File: config.mk
export PLATFORM = sky130hd
export DESIGN_NAME = core_wbu_top
export DESIGN_NICKNAME = d
export VERILOG_FILES = /design/src/rtl/core_wbu_top.sv
export SDC_FILE = /design/constraint.sdc
export NUM_CORES = 1
export LEC_CHECK = 0
export CORE_ASPECT_RATIO = 0.9
export CORE_UTILIZATION = 41
export DETAILED_ROUTE_END_ITERATION = 7
export PLACE_DENSITY = 0.92
export SLEW_MARGIN = 10
export SYNTH_ARGS = -nofsm -noshare
export SYNTH_HDL_FRONTEND = slang
export SYNTH_SLANG_ARGS = --single-unit
File: constraint.sdc
create_clock -name clk -period 2.2 [get_ports clk]
set_input_delay 0.22 -clock clk [delete_from_list [all_inputs] [get_ports clk]]
set_output_delay 0.22 -clock clk [all_outputs]
set_load 0.02 [all_outputs]
File: src/rtl/core_wbu_top.sv
`default_nettype none
// ============================================================================
//  Module      : core_wbu_top
//  Description : riscv32 write-back stage. Holds one executed instruction,
//                selects its result source, drives the GPR write port,
//                pulses a commit notification and counts retired
//                instructions.
//  Revision    : 1.0 - initial release
// ============================================================================
module core_wbu_top #(
    parameter int INSTRET_W = 64
) (
    input  logic                 clk,
    input  logic                 rst,

    input  logic                 wbu_rx_valid,
    output logic                 wbu_rx_ready,
    input  logic [31:0]          wbu_rx_exu_res,
    input  logic [31:0]          wbu_rx_pc,
    input  logic [31:0]          wbu_rx_pc_seq,
    input  logic [31:0]          wbu_rx_imme,
    input  logic [31:0]          wbu_rx_csr_rdata,
    input  logic                 wbu_rx_imme_valid,
    input  logic                 wbu_rx_pc_valid,
    input  logic                 wbu_rx_pc_seq_valid,
    input  logic                 wbu_rx_csr_valid,
    input  logic                 wbu_rx_alu_valid,
    input  logic [4:0]           wbu_rx_rd_idx,

    output logic                 gpr_wr_en,
    input  logic                 gpr_wr_ready,
    output logic [4:0]           gpr_wr_idx,
    output logic [31:0]          gpr_wr_data,

    output logic                 wbu_commit,
    output logic [4:0]           wbu_commit_rd_idx,
    output logic [INSTRET_W-1:0] wbu_instret,
    output logic                 wbu_err_multi_sel
);

    typedef enum logic [0:0] {
        S_IDLE = 1'b0,
        S_WB   = 1'b1
    } state_t;

    localparam logic [INSTRET_W-1:0] C_INSTRET_ONE = {{(INSTRET_W-1){1'b0}}, 1'b1};

    state_t                 r_state_q,      w_state_d;
    logic                   r_wr_req_q,     w_wr_req_d;
    logic [4:0]             r_rd_q,         w_rd_d;
    logic [31:0]            r_data_q,       w_data_d;
    logic                   r_commit_q,     w_commit_d;
    logic [4:0]             r_commit_rd_q,  w_commit_rd_d;
    logic [INSTRET_W-1:0]   r_instret_q,    w_instret_d;
    logic                   r_err_q,        w_err_d;

    logic [4:0]             w_sel;
    logic                   w_sel_any;
    logic                   w_sel_multi;
    logic [31:0]            w_mux_data;
    logic                   w_done;
    logic                   w_rx_ena;

    // Handshake: the held instruction retires when it needs no write or the GPR file takes it
    always_comb begin
        w_done       = (r_state_q == S_WB) && (!r_wr_req_q || gpr_wr_ready);
        wbu_rx_ready = (r_state_q == S_IDLE) || w_done;
        w_rx_ena     = wbu_rx_valid && wbu_rx_ready;
    end

    // Result source select, fixed priority alu > csr > pc_seq > pc > imme
    always_comb begin
        w_sel       = {wbu_rx_alu_valid, wbu_rx_csr_valid, wbu_rx_pc_seq_valid,
                       wbu_rx_pc_valid, wbu_rx_imme_valid};
        w_sel_any   = |w_sel;
        // More than one bit set iff clearing the lowest set bit leaves something
        w_sel_multi = |(w_sel & (w_sel - 5'd1));
        w_mux_data  = 32'd0;
        if (wbu_rx_alu_valid)         w_mux_data = wbu_rx_exu_res;
        else if (wbu_rx_csr_valid)    w_mux_data = wbu_rx_csr_rdata;
        else if (wbu_rx_pc_seq_valid) w_mux_data = wbu_rx_pc_seq;
        else if (wbu_rx_pc_valid)     w_mux_data = wbu_rx_pc;
        else if (wbu_rx_imme_valid)   w_mux_data = wbu_rx_imme;
    end

    // Next-state: retire the held instruction and/or load a new one in the same edge
    always_comb begin
        w_state_d     = r_state_q;
        w_wr_req_d    = r_wr_req_q;
        w_rd_d        = r_rd_q;
        w_data_d      = r_data_q;
        w_commit_d    = w_done;
        w_commit_rd_d = (w_done && r_wr_req_q) ? r_rd_q : 5'd0;
        w_instret_d   = w_done ? (r_instret_q + C_INSTRET_ONE) : r_instret_q;
        w_err_d       = r_err_q || (w_rx_ena && w_sel_multi);

        if (w_rx_ena) begin
            w_rd_d     = wbu_rx_rd_idx;
            w_data_d   = w_mux_data;
            // x0 writes are swallowed here so they never reach the GPR port
            w_wr_req_d = w_sel_any && (wbu_rx_rd_idx != 5'd0);
        end

        case (r_state_q)
            S_IDLE:  if (w_rx_ena) w_state_d = S_WB;
            S_WB:    if (w_done)   w_state_d = w_rx_ena ? S_WB : S_IDLE;
            default: w_state_d = S_IDLE;
        endcase
    end

    // State and output registers; reset drops any held instruction without commit
    always_ff @(posedge clk) begin
        if (rst) begin
            r_state_q     <= S_IDLE;
            r_wr_req_q    <= 1'b0;
            r_rd_q        <= 5'd0;
            r_data_q      <= 32'd0;
            r_commit_q    <= 1'b0;
            r_commit_rd_q <= 5'd0;
            r_instret_q   <= '0;
            r_err_q       <= 1'b0;
        end else begin
            r_state_q     <= w_state_d;
            r_wr_req_q    <= w_wr_req_d;
            r_rd_q        <= w_rd_d;
            r_data_q      <= w_data_d;
            r_commit_q    <= w_commit_d;
            r_commit_rd_q <= w_commit_rd_d;
            r_instret_q   <= w_instret_d;
            r_err_q       <= w_err_d;
        end
    end

    assign gpr_wr_en         = (r_state_q == S_WB) && r_wr_req_q;
    assign gpr_wr_idx        = r_rd_q;
    assign gpr_wr_data       = r_data_q;
    assign wbu_commit        = r_commit_q;
    assign wbu_commit_rd_idx = r_commit_rd_q;
    assign wbu_instret       = r_instret_q;
    assign wbu_err_multi_sel = r_err_q;

endmodule
`default_nettype wire

==> reports/results.ini <==
[run_status]
outcome = complete, no violations

[critical_path]
cp_max_fo = 16
critPathKind = reg2reg
crit_path_end_kind = register
critPathLaunchType = register
cpMostUsedCell = and4_1
crit_required_ns = 2.49
cp.arrival_ns = 2.40
path_cells = and4_1, and4_1, nand3_2, buf_4, or3_1, a21oi_1
slowest_delay_ns = 0.38
slowest_stage = dfxtp_1

[detailed_routing]
drt_wl_total_um = 21200
drt_iter0_drc = 543
vias = 7091
routedWlPerCell_um = 17.2
first_pass_iters = 8
drc = 0
via_per_inst = 5.76
ant_nets = 0

[die]
core_um2 = 14000
dieArea_um2 = 14900
fp.dieW_um = 128
fp-row-count = 41
io_pins = 284
fp.dieH_um = 116
start_util = 0.421

[logic_synthesis]
ys.flop_type = dfxtp_1
yosysSeqAreaShare = 0.374
synthCells = 753
synth_edf_count = 0
syn_avg_cell_area_um2 = 7.83
yosysUniqueCellTypes = 41
ys_ff_latch = 110
syn-cell-area_um2 = 5890
yosysWarnings = 0
async_flop_share = 0
syn_nets = 928

[clocking]
cts_root_buffer = clkbuf_16
clockBufferDepth = 2
clk_pin_slew_ns = 0.07
cts-buffers-inserted = 9
htree_levels = 3
cts_tree = yes
clock_latency_ns = 0.35
postCtsHoldBufs = 0
cts.sinks = 110

[timing]
tns_ns = 0
finalMaxSlewViolations = 0
worst_slew_pin_slew_ns = 0.483
rsz0062_at_grt = true
fmaxAchievable_mhz = 474
hold_violations = 0
worst_slack_ns = 0.0898
layout_min_cycle_time_ns = 2.11
finalSetupViolCount = 0
finalClockSkew_ns = 0.00961
min_period_over_period = 0.959
slew_headroom = 0.675

[power]
vdd_drop_max_mv = 0.429
p_leak_nw = 3.22
power_density_nw_per_um2 = 477

[final_layout]
area_delta_synth_final_pct = 59.3
fillers = 1139
drive_gt1_frac = 0.0743
fin_cells = 1231
final_nets = 1207

[placed_design]
port_buffers = 283
placed_cells = 1213
dp_hpwl_um = 16100
place_ws_ns = -0.104
place_congestion = 0.896

[global_routing]
grtUsageTotal = 0.281
grt_pass1_wl_um = 32600
grt_overflow = 0
antenna_found_initial = 2
grt_start_max_net_pins = 60
grt_pass1_vias = 6575

[worst_hold_path]
min_path_type = in2reg

[run]
drv_cap = 0

-- per-stage QoR --
step	util	cell area [µm²]	hold slack (ns)	total power (W)
finish	0.671	9390	0.295	0.00448
global route	0.671	9390	0.295	0.00466
CTS	0.669	9370	0.280	0.00451
detailed placement	0.650	9110	0.447	0.00300
global placement	0.650	9110	0.442	0.00299
floorplan	-	5890	0.349	0.00248
-- routing by layer --
metal	GRT usage	up-vias	wire length, µm
li1	-	3352	-
met1	0.338	3322	8400
met2	0.468	357	10200
met3	0.0817	60	1790
met4	0.125	0	801
met5	0	-	0
-- flip-flops by register name, indices dropped and copies added, names as in the netlist --
register / flops
r_state_q: 1
gpr_wr_idx: 5
r_wr_req_q: 1
wbu_commit: 1
wbu_instret: 64
gpr_wr_data: 32
wbu_err_multi_sel: 1
wbu_commit_rd_idx: 5
-- critical path, delay by kind of cell, from the launching register on --
family	cells	cell delay (ns)
AOI/OAI and AO/OA	1	0.14
buffers and inverters	1	0.26
and+or+nand+nor	4	1.27
DFF	1	0.38
-- cell usage after synthesis, types with 4 or more instances --
cell type	count	area share
nor2b_1	32	0.034
buf_2	8	0.0068
inv_1	11	0.0070
o21ai_0	18	0.015
or3_1	17	0.018
nor2_1	28	0.018
o31ai_1	54	0.069
or4_1	24	0.031
and2_1	4	0.0042
nor4_1	6	0.0064
nand2_1	74	0.047
dfxtp_1	110	0.37
and4_1	8	0.012
a221oi_1	31	0.046
xnor2_1	10	0.015
clkbuf_1	49	0.031
xor2_1	12	0.018
nand2b_1	34	0.036
nor3_1	9	0.0076
nand4_1	22	0.023
and3_1	12	0.013
nand3_1	47	0.040
a21oi_1	112	0.095
-- report_power, final --
part / leakage [nW] / internal, W / switching (W) / total [W]
clock: 0.126 / 0.000767 / 0.000746 / 0.00151
combinational: 2.20 / 0.000497 / 0.000386 / 0.000883
sequential: 0.896 / 0.00204 / 0.0000348 / 0.00208
-- final timing paths --
check | from | slack (ns) | depth (start not counted) | endpoint
min reg2reg | gpr_wr_data[16]$_SDFFE_PP0P_ | 0.45 | 2 | gpr_wr_data[16]$_SDFFE_PP0P_
max | wbu_instret[7]$_SDFFE_PP0N_ | 0.09 | 6 | wbu_instret[32]$_SDFFE_PP0N_
min | rst | 0.29 | 2 | wbu_instret[0]$_SDFFE_PP0N_
max reg2reg | wbu_instret[7]$_SDFFE_PP0N_ | 0.09 | 6 | wbu_instret[32]$_SDFFE_PP0N_
-- cell type report --
class | count | area, µm² | share of cell area
sequential | 110 | 2210 | 0.235
antenna | 2 | 5.00 | 0.000533
tap | 193 | 241 | 0.0257
inverter | 11 | 41.3 | 0.00440
clock buffer | 10 | 229 | 0.0244
multi-input combinational | 573 | 3420 | 0.365
timing repair buffer | 327 | 3210 | 0.342
clock inverter | 5 | 36.3 | 0.00386
-- logic make-up after synthesis --
kind of cell    count (synthesis)  synth area share
compound gates                222             0.235
fa+ha+maj                       2           0.00382
flops                         110             0.374
buf+inv                        70            0.0465
simple gates                  327             0.309
xor+xnor                       22            0.0327
-- cell usage in the layout, fill, tap and decap left out, types with 6 or more instances in the layout --
| master | count |
|---|---|
| or3_1 | 17 |
| xnor2_1 | 10 |
| xor2_1 | 12 |
| and4_1 | 6 |
| clkdlybuf4s50_1 | 279 |
| nor3_1 | 9 |
| o31ai_1 | 54 |
| nand4_1 | 22 |
| nor2_1 | 28 |
| or4_1 | 24 |
| nor4_1 | 6 |
| o21ai_0 | 18 |
| a21oi_1 | 112 |
| dfxtp_1 | 107 |
| buf_4 | 40 |
| and3_1 | 12 |
| a221oi_1 | 31 |
| nand2b_1 | 34 |
| nand3_1 | 47 |
| inv_1 | 11 |
| nor2b_1 | 31 |
| clkbuf_16 | 9 |
| nand2_1 | 74 |
-- what timing repair did --
action | 4_1_cts | 5_1_grt
hold endpoints to repair | 0 | 0
endpoints found under the setup margin | 0 | 17
setup buffers | 0 | 1
gates resized for setup | 0 | 5
(Power assumes the default switching activity.)
